--- config.mk ---
export PLATFORM = sky130hd
export DESIGN_NAME = simt_branch_seq_flat
export DESIGN_NICKNAME = d
export VERILOG_FILES = /design/src/rtl/simt_pkg.sv /design/src/rtl/simt_branch_seq_if.sv /design/src/rtl/simt_ctx_stack.sv /design/src/rtl/simt_branch_seq.sv /design/src/flat_wrapper.sv
export SDC_FILE = /design/constraint.sdc
export NUM_CORES = 1
export LEC_CHECK = 0
export CORE_AREA = 2 2 215 217
export CTS_CLUSTER_SIZE = 40
export DETAILED_ROUTE_END_ITERATION = 12
export DIE_AREA = 0 0 217 219
export DONT_BUFFER_PORTS = 1
export PLACE_DENSITY = 0.78
export SYNTH_ARGS = -nofsm -noshare
export SYNTH_HDL_FRONTEND = slang
export SYNTH_SLANG_ARGS = --single-unit
--- constraint.sdc ---
create_clock -name clk -period 9.15 [get_ports clk]
set_input_delay 1.83 -clock clk [delete_from_list [all_inputs] [get_ports clk]]
set_output_delay 1.83 -clock clk [all_outputs]
set_load 0.01 [all_outputs]
--- src/rtl/simt_pkg.sv ---
`default_nettype none
// ============================================================================
// Module   : simt_pkg
// Brief    : Shared types and constants for the SIMT branch sequencer:
//            context-stack entry layout, FSM state encodings, RPC sentinel.
// Revision : 1.0 - initial release
// ============================================================================
package simt_pkg;

  // Default lane count and PC width; the stack entry layout is built on these
  localparam int SIMT_W    = 32;
  localparam int SIMT_PC_W = 16;

  // One saved warp context: reconvergence PC, resume PC, lane mask
  typedef struct packed {
    logic [SIMT_PC_W-1:0] rpc;
    logic [SIMT_PC_W-1:0] pc;
    logic [SIMT_W-1:0]    mask;
  } simt_entry_t;

  // Sequencer FSM encodings
  typedef logic [2:0] simt_state_t;
  localparam simt_state_t ST_IDLE  = 3'd0;
  localparam simt_state_t ST_RUN   = 3'd1;
  localparam simt_state_t ST_PUSH2 = 3'd2;
  localparam simt_state_t ST_POP   = 3'd3;
  localparam simt_state_t ST_ERR   = 3'd4;

  // Outermost reconvergence PC: never matched because depth is 0 there
  localparam logic [SIMT_PC_W-1:0] RPC_NONE = '1;

endpackage
`default_nettype wire

--- src/rtl/simt_branch_seq_if.sv ---
`default_nettype none
// ============================================================================
// Module   : simt_branch_seq_if
// Brief    : Front-end event / scheduler context bundle of the SIMT branch
//            sequencer. master = warp front end + scheduler, slave = sequencer.
// Revision : 1.0 - initial release
// ============================================================================
interface simt_branch_seq_if #(
  parameter int W     = 32,
  parameter int PC_W  = 16,
  parameter int DEPTH = 8,
  parameter int CNT_W = 16
);
  logic                       start;
  logic [PC_W-1:0]            start_pc;
  logic [W-1:0]               start_mask;
  logic                       ev_valid;
  logic                       ev_ready;
  logic                       ev_is_br;
  logic [PC_W-1:0]            ev_pc;
  logic [PC_W-1:0]            ev_target_pc;
  logic [PC_W-1:0]            ev_reconv_pc;
  logic [W-1:0]               ev_taken_mask;
  logic                       cur_valid;
  logic [PC_W-1:0]            cur_pc;
  logic [W-1:0]               cur_mask;
  logic [$clog2(DEPTH+1)-1:0] depth;
  logic                       ovf;
  logic [CNT_W-1:0]           div_count;

  modport master (
    output start, start_pc, start_mask, ev_valid, ev_is_br, ev_pc,
           ev_target_pc, ev_reconv_pc, ev_taken_mask,
    input  ev_ready, cur_valid, cur_pc, cur_mask, depth, ovf, div_count
  );

  modport slave (
    input  start, start_pc, start_mask, ev_valid, ev_is_br, ev_pc,
           ev_target_pc, ev_reconv_pc, ev_taken_mask,
    output ev_ready, cur_valid, cur_pc, cur_mask, depth, ovf, div_count
  );
endinterface
`default_nettype wire

--- src/rtl/simt_ctx_stack.sv ---
`default_nettype none
// ============================================================================
// Module   : simt_ctx_stack
// Brief    : DEPTH-entry LIFO of warp contexts. Synchronous push/pop (pop
//            wins), combinational top-of-stack and occupancy.
// Revision : 1.0 - initial release
// ============================================================================
module simt_ctx_stack
  import simt_pkg::*;
#(
  parameter int DEPTH = 8
) (
  input  wire logic                       clk,
  input  wire logic                       rst,
  input  wire logic                       i_push,
  input  wire logic                       i_pop,
  input  wire simt_entry_t                i_data,
  output      simt_entry_t                o_top,
  output      logic [$clog2(DEPTH+1)-1:0] o_depth
);
  localparam int DW = $clog2(DEPTH+1);
  localparam int AW = $clog2(DEPTH);

  simt_entry_t     r_mem [DEPTH];
  logic [DW-1:0]   r_cnt;

  // Occupancy and storage; contents are not reset, only the count
  always_ff @(posedge clk) begin
    if (rst) begin
      r_cnt <= '0;
    end else if (i_pop) begin
      r_cnt <= r_cnt - DW'(1);
    end else if (i_push) begin
      r_mem[AW'(r_cnt)] <= i_data;
      r_cnt             <= r_cnt + DW'(1);
    end
  end

  // The sequencer must never push into a full stack or pop an empty one
  always @(posedge clk) begin
    if (!rst) begin
      assert (!(i_push && !i_pop && r_cnt == DW'(DEPTH)));
      assert (!(i_pop && r_cnt == '0));
    end
  end

  assign o_top   = r_mem[AW'(r_cnt - DW'(1))];
  assign o_depth = r_cnt;

endmodule
`default_nettype wire

--- src/rtl/simt_branch_seq.sv ---
`default_nettype none
// ============================================================================
// Module   : simt_branch_seq
// Brief    : Per-warp SIMT branch sequencer. Tracks (pc, mask, rpc) of the
//            warp, splits divergent branches into two stacked contexts and
//            pops them back at reconvergence points.
// Revision : 1.0 - initial release
// ============================================================================
module simt_branch_seq
  import simt_pkg::*;
#(
  parameter int W     = SIMT_W,     // must match the package entry layout
  parameter int PC_W  = SIMT_PC_W,  // must match the package entry layout
  parameter int DEPTH = 8,
  parameter int CNT_W = 16
) (
  input wire logic          clk,
  input wire logic          rst,
  simt_branch_seq_if.slave  bus
);
  localparam int DW = $clog2(DEPTH+1);

  simt_state_t     r_state;
  logic [PC_W-1:0] r_pc;
  logic [W-1:0]    r_mask;
  logic [PC_W-1:0] r_rpc;
  logic [W-1:0]    r_n_lat;
  logic [PC_W-1:0] r_fall_lat;
  logic [PC_W-1:0] r_rc_lat;
  logic            r_ovf;
  logic [CNT_W-1:0] r_div;

  logic [W-1:0]    w_t;
  logic [W-1:0]    w_n;
  logic            w_accept;
  logic            w_div;
  logic            w_no_room;
  logic [PC_W-1:0] w_nxt_pc;
  logic            w_push;
  logic            w_pop;
  simt_entry_t     w_push_data;
  simt_entry_t     w_top;
  logic [DW-1:0]   w_depth;

  // Event decode: lane split, uniform next PC, push source selection
  always_comb begin
    w_t         = r_mask & bus.ev_taken_mask;
    w_n         = r_mask & ~bus.ev_taken_mask;
    w_accept    = bus.ev_valid && (r_state == ST_RUN);
    w_div       = bus.ev_is_br && (w_t != '0) && (w_n != '0);
    // A divergent branch needs two free slots (A now, B next cycle)
    w_no_room   = w_depth > DW'(DEPTH-2);
    w_nxt_pc    = bus.ev_pc;
    if (bus.ev_is_br && (w_n == '0)) begin
      w_nxt_pc = bus.ev_target_pc;
    end
    w_pop       = (r_state == ST_POP);
    w_push      = (w_accept && w_div && !w_no_room) || (r_state == ST_PUSH2);
    w_push_data = '{rpc: r_rpc, pc: bus.ev_reconv_pc, mask: r_mask};
    if (r_state == ST_PUSH2) begin
      w_push_data = '{rpc: r_rc_lat, pc: r_fall_lat, mask: r_n_lat};
    end
  end

  // Sequencer FSM and current-context registers
  always_ff @(posedge clk) begin
    if (rst) begin
      r_state    <= ST_IDLE;
      r_pc       <= '0;
      r_mask     <= '0;
      r_rpc      <= RPC_NONE;
      r_n_lat    <= '0;
      r_fall_lat <= '0;
      r_rc_lat   <= '0;
      r_ovf      <= 1'b0;
      r_div      <= '0;
    end else begin
      case (r_state)
        ST_IDLE: begin
          if (bus.start) begin
            r_pc    <= bus.start_pc;
            r_mask  <= bus.start_mask;
            r_rpc   <= RPC_NONE;
            r_state <= ST_RUN;
          end
        end
        ST_RUN: begin
          if (w_accept) begin
            if (w_div) begin
              if (w_no_room) begin
                r_ovf   <= 1'b1;
                r_state <= ST_ERR;
              end else begin
                // Taken lanes run first; fall-through context stacked in PUSH2
                r_pc       <= bus.ev_target_pc;
                r_mask     <= w_t;
                r_rpc      <= bus.ev_reconv_pc;
                r_n_lat    <= w_n;
                r_fall_lat <= bus.ev_pc;
                r_rc_lat   <= bus.ev_reconv_pc;
                if (r_div != '1) begin
                  r_div <= r_div + CNT_W'(1);
                end
                r_state    <= ST_PUSH2;
              end
            end else begin
              r_pc <= w_nxt_pc;
              if ((w_nxt_pc == r_rpc) && (w_depth != '0)) begin
                r_state <= ST_POP;
              end
            end
          end
        end
        ST_PUSH2: begin
          // Target already at reconvergence means the taken path is empty
          r_state <= (r_pc == r_rpc) ? ST_POP : ST_RUN;
        end
        ST_POP: begin
          r_pc   <= w_top.pc;
          r_mask <= w_top.mask;
          r_rpc  <= w_top.rpc;
          r_state <= ((w_top.pc == w_top.rpc) && (w_depth > DW'(1))) ? ST_POP : ST_RUN;
        end
        ST_ERR: begin
          r_state <= ST_ERR;
        end
        default: begin
          r_state <= ST_IDLE;
        end
      endcase
    end
  end

  simt_ctx_stack #(
    .DEPTH (DEPTH)
  ) u_stack (
    .clk     (clk),
    .rst     (rst),
    .i_push  (w_push),
    .i_pop   (w_pop),
    .i_data  (w_push_data),
    .o_top   (w_top),
    .o_depth (w_depth)
  );

  assign bus.ev_ready  = (r_state == ST_RUN);
  assign bus.cur_valid = (r_state == ST_RUN);
  assign bus.cur_pc    = r_pc;
  assign bus.cur_mask  = r_mask;
  assign bus.depth     = w_depth;
  assign bus.ovf       = r_ovf;
  assign bus.div_count = r_div;

endmodule
`default_nettype wire
--- src/flat_wrapper.sv ---
// flat-port wrapper written by rule: the top's interface ports become plain ports
module simt_branch_seq_flat import simt_pkg::*;
#(
  parameter int W     = SIMT_W,                                           
  parameter int PC_W  = SIMT_PC_W,                                        
  parameter int DEPTH = 8,
  parameter int CNT_W = 16
)
  (clk, rst, bus_start, bus_start_pc, bus_start_mask, bus_ev_valid, bus_ev_is_br, bus_ev_pc, bus_ev_target_pc, bus_ev_reconv_pc, bus_ev_taken_mask, bus_ev_ready, bus_cur_valid, bus_cur_pc, bus_cur_mask, bus_depth, bus_ovf, bus_div_count);
  simt_branch_seq_if #(.W(W), .PC_W(PC_W), .DEPTH(DEPTH), .CNT_W(CNT_W)) bus_i ();
  input wire logic clk;
  input wire logic rst;
  input wire logic [$bits(bus_i.start)-1:0] bus_start;
  input wire logic [$bits(bus_i.start_pc)-1:0] bus_start_pc;
  input wire logic [$bits(bus_i.start_mask)-1:0] bus_start_mask;
  input wire logic [$bits(bus_i.ev_valid)-1:0] bus_ev_valid;
  input wire logic [$bits(bus_i.ev_is_br)-1:0] bus_ev_is_br;
  input wire logic [$bits(bus_i.ev_pc)-1:0] bus_ev_pc;
  input wire logic [$bits(bus_i.ev_target_pc)-1:0] bus_ev_target_pc;
  input wire logic [$bits(bus_i.ev_reconv_pc)-1:0] bus_ev_reconv_pc;
  input wire logic [$bits(bus_i.ev_taken_mask)-1:0] bus_ev_taken_mask;
  output wire logic [$bits(bus_i.ev_ready)-1:0] bus_ev_ready;
  output wire logic [$bits(bus_i.cur_valid)-1:0] bus_cur_valid;
  output wire logic [$bits(bus_i.cur_pc)-1:0] bus_cur_pc;
  output wire logic [$bits(bus_i.cur_mask)-1:0] bus_cur_mask;
  output wire logic [$bits(bus_i.depth)-1:0] bus_depth;
  output wire logic [$bits(bus_i.ovf)-1:0] bus_ovf;
  output wire logic [$bits(bus_i.div_count)-1:0] bus_div_count;
  assign bus_i.start = bus_start;
  assign bus_i.start_pc = bus_start_pc;
  assign bus_i.start_mask = bus_start_mask;
  assign bus_i.ev_valid = bus_ev_valid;
  assign bus_i.ev_is_br = bus_ev_is_br;
  assign bus_i.ev_pc = bus_ev_pc;
  assign bus_i.ev_target_pc = bus_ev_target_pc;
  assign bus_i.ev_reconv_pc = bus_ev_reconv_pc;
  assign bus_i.ev_taken_mask = bus_ev_taken_mask;
  assign bus_ev_ready = bus_i.ev_ready;
  assign bus_cur_valid = bus_i.cur_valid;
  assign bus_cur_pc = bus_i.cur_pc;
  assign bus_cur_mask = bus_i.cur_mask;
  assign bus_depth = bus_i.depth;
  assign bus_ovf = bus_i.ovf;
  assign bus_div_count = bus_i.div_count;
  simt_branch_seq #(.W(W), .PC_W(PC_W), .DEPTH(DEPTH), .CNT_W(CNT_W)) u_core (.clk(clk), .rst(rst), .bus(bus_i));
endmodule
==> results.yml <==
yosys:
  ys_seq_area_share_pct: 65.6
  post-synth-top-area-fraction_pct: 54.8
  synth_area_mm2: 0.0281
  yosys_most_used_dff: "edfxtp_1"
  synth.ff_latch_count: 664
  async_flop_share_pct: 0
  syn_area_per_cell_um2: 15.1
  synth_area_leader_cell: "edfxtp_1"
  syn_nets: 2001
  netlist_instances: 1863
  yosys-top-cells-area: "edfxtp_1, dfxtp_1, mux4_2, mux2_2, mux2i_1"
  synth_edf_count: 512
  synth_warnings: 0
  synthDistinctLibCells: 67
global_routing:
  antenna_found_initial: 1
  grt_pass1_vias: 16900
  grt_pass1_wl_um: 106000
  grt_max_degree: 157
  overflow: 0
  grt_usage_pct: 30.1
routing:
  initialDrtViolationCount: 2036
  drtPass1Iterations: 6
  via_per_inst: 6.86
  routed-via-count: 17100
  drcViolationCount: 0
  finalWirelength_um: 71300
  avgRoutedWirePerCell_um: 28.7
  ant_nets: 0
sta:
  post-route-period-util_pct: 56.8
  clock.fmax_mhz: 193
  worstMarginPinSlew_ns: 1.31
  hold_viol_final: 0
  grt_setup_unrepaired: "no"
  fin_crit_ns: 5.19
  timing.hold.ws_ns: 0.451
  maxSlewViolCount: 0
  final.setup.tns_ns: 0
  slew_headroom_pct: 12.4
  skew_ns: 0.0223
  setup_viol: 0
layout:
  fillers: 2960
  drive_gt1_share_pct: 18.6
  final_cells: 2488
  nets: 1969
  regArea_mm2: 0.0184
  synthToLayoutAreaGrowth_pct: 9.76
  multi_input_area_mm2: 0.00916
critical_path:
  critPathCaptureType: "flip-flop"
  start_kind: "flip-flop"
  cp.required_ns: 9.37
  crit_fanout: 97
  critical_path_class: "reg -> reg"
  cp.arrival_ns: 5.41
placed_design:
  gp_congestion: 0.958
  dp_hpwl_um: 43200
  io_buffers: 0
  placed_cells: 2361
die:
  io_pins: 204
  coreArea_mm2: 0.0451
  dieArea_mm2: 0.0475
  die_w_um: 217
  row_count: 78
  start_util_pct: 62.3
  die-height_um: 219
power_and_ir_drop:
  pwr-share-clk_pct: 38.5
  irDropWorstVdd_uv: 126
  p_comb_share_pct: 13.3
  powerDensity_mw_per_mm2: 235
  cellLeakagePower_nw: 9.98
  power_mw: 7.24
  switching_share_pct: 25.4
  p_switching_mw: 1.84
  pwr-share-seq_pct: 48.2
  intPower_mw: 5.40
hold_path:
  hp-class: "reg -> reg"
clock_network:
  root_buffer: "clkbuf_16"
  cts.hold.buffers_added: 0
  cts.path.max_buffers: 3
  cts_tree: "done"
  cts.sinks: 664
  cts_resized: 0
  htree_levels: 3
  clk_latency_ns: 0.60
  cts_buffers: 68
  clk_pin_slew_ns: 0.06
  cts_setup_buffers: 0
outcome:
  status: "completed"
job:
  max_cap_viol_count: 0
==> per-layer routing <==
metal	global-route usage, %	routed length (µm)	part of all wire, %
met1	41.3	27800	39
met2	47.1	33200	47
met3	7.43	7830	11
met4	11.7	2430	3.4
met5	0	0	0
==> synthesized netlist by cell type (7+ instances only) <==
cell type and count:
inv_1 13, mux2_1 9, buf_2 33, nand4_1 15
mux4_2 128, and2b_1 7, clkbuf_1 75, nand2_1 165
a211oi_1 68, xnor2_1 24, nor3_1 44, nor2_1 94
mux2_2 69, nand3_1 9, o21ai_0 18, dfxtp_1 152
mux2i_1 68, edfxtp_1 512, nor2b_1 31, a311oi_1 24
a22oi_1 8, nor4_1 14, a21oi_1 125, xor2_1 43
buf_4 8, o21ai_1 8, a211o_1 17
==> cell families (layout without fill, tap and decap cells) <==
family	count (synthesis)	count (layout)	share of synthesized area, %
AOI/OAI and AO/OA	304	304	7.15
xor gates and xnor gates	68	68	2.15
adders and majority gates	5	5	0.223
buffers and inverters	136	159	2.14
DFF	664	664	65.6
muxes	275	275	15.9
other	0	2	0
and+or+nand+nor	411	411	6.86
==> final timing paths <==
check,startpoint,endpoint,slack [ns],cells past startpoint
worst max register to register,u_core.r_state[1],u_core.u_stack.r_mem[1][57],3.96,7
worst max-delay path,u_core.r_state[1],u_core.u_stack.r_mem[1][57],3.96,7
worst min register to register,u_core.r_rc_lat[8],u_core.r_rc_lat[8],0.45,2
worst min-delay path,u_core.r_rc_lat[8],u_core.r_rc_lat[8],0.45,2
==> flip-flops by register name, summed over array words and instances, names as in the netlist <==
signal / count
u_core.r_n_lat: 32
u_core.u_stack.o_depth: 4
u_core.r_state: 3
u_core.bus.cur_mask: 32
u_core.r_rc_lat: 16
u_core.bus.cur_pc: 16
u_core.bus.ovf: 1
u_core.r_rpc: 16
u_core.bus.div_count: 16
u_core.r_fall_lat: 16
u_core.u_stack.r_mem: 512
==> cells in the final DEF, fill, tap and decap left out, drive strengths merged, types with 17 or more instances in the layout <==
| cell | synthesis | routed |
|---|---|---|
| edfxtp | 512 | 512 |
| nand2 | 165 | 165 |
| dfxtp | 152 | 152 |
| mux4 | 128 | 128 |
| a21oi | 125 | 125 |
| clkbuf | 75 | 100 |
| nor2 | 95 | 95 |
| mux2 | 79 | 79 |
| mux2i | 68 | 68 |
| a211oi | 68 | 68 |
| nor3 | 45 | 45 |
| xor2 | 44 | 44 |
| nor2b | 31 | 31 |
| o21ai | 27 | 27 |
| a311oi | 26 | 26 |
| xnor2 | 24 | 24 |
| buf | 47 | 20 |
| inv | 13 | 18 |
| a211o | 17 | 17 |
==> power groups by stage <==
| stage | clock, mW | combinational (mW) | sequential [mW] |
|---|---|---|---|
| finish | 2.79 | 0.962 | 3.49 |
| CTS | 2.82 | 0.953 | 3.49 |
| global placement | 0 | 0.920 | 3.55 |
| floorplan | 0 | 0.711 | 3.51 |
| global route | 2.93 | 1.02 | 3.50 |
| detailed placement | 0 | 0.943 | 3.55 |
==> stage by stage <==
stage	worst slack [ns]	utilization, %	cell area (µm²)
after global placement	3.88	63.3	28600
after global routing	3.73	68.3	30800
after detailed placement	3.78	63.3	28600
after CTS	4.01	68.3	30800
after floorplan	1.00	-	28100
final	3.96	68.3	30800
==> worst max-delay path: stages (launching register included) <==
cell	delay [ns]
dfxtp_4	0.54
buf_4	0.85
nor2b_1	0.28
and2_4	0.91
nor2_1	0.23
or3_1	0.53
nor2_4	0.65
buf_4	0.72
==> area by class of cell <==
| type | count | area share [%] |
|---|---|---|
| diodes | 2 | 0.0162 |
| clock buffers | 100 | 6.38 |
| clock inverters | 25 | 0.942 |
| inverters | 14 | 0.171 |
| multi-input cells | 1063 | 29.7 |
| flip-flops and latches | 664 | 59.8 |
| well taps | 600 | 2.44 |
| repair buffers | 20 | 0.528 |
(Power assumes the default switching activity.)
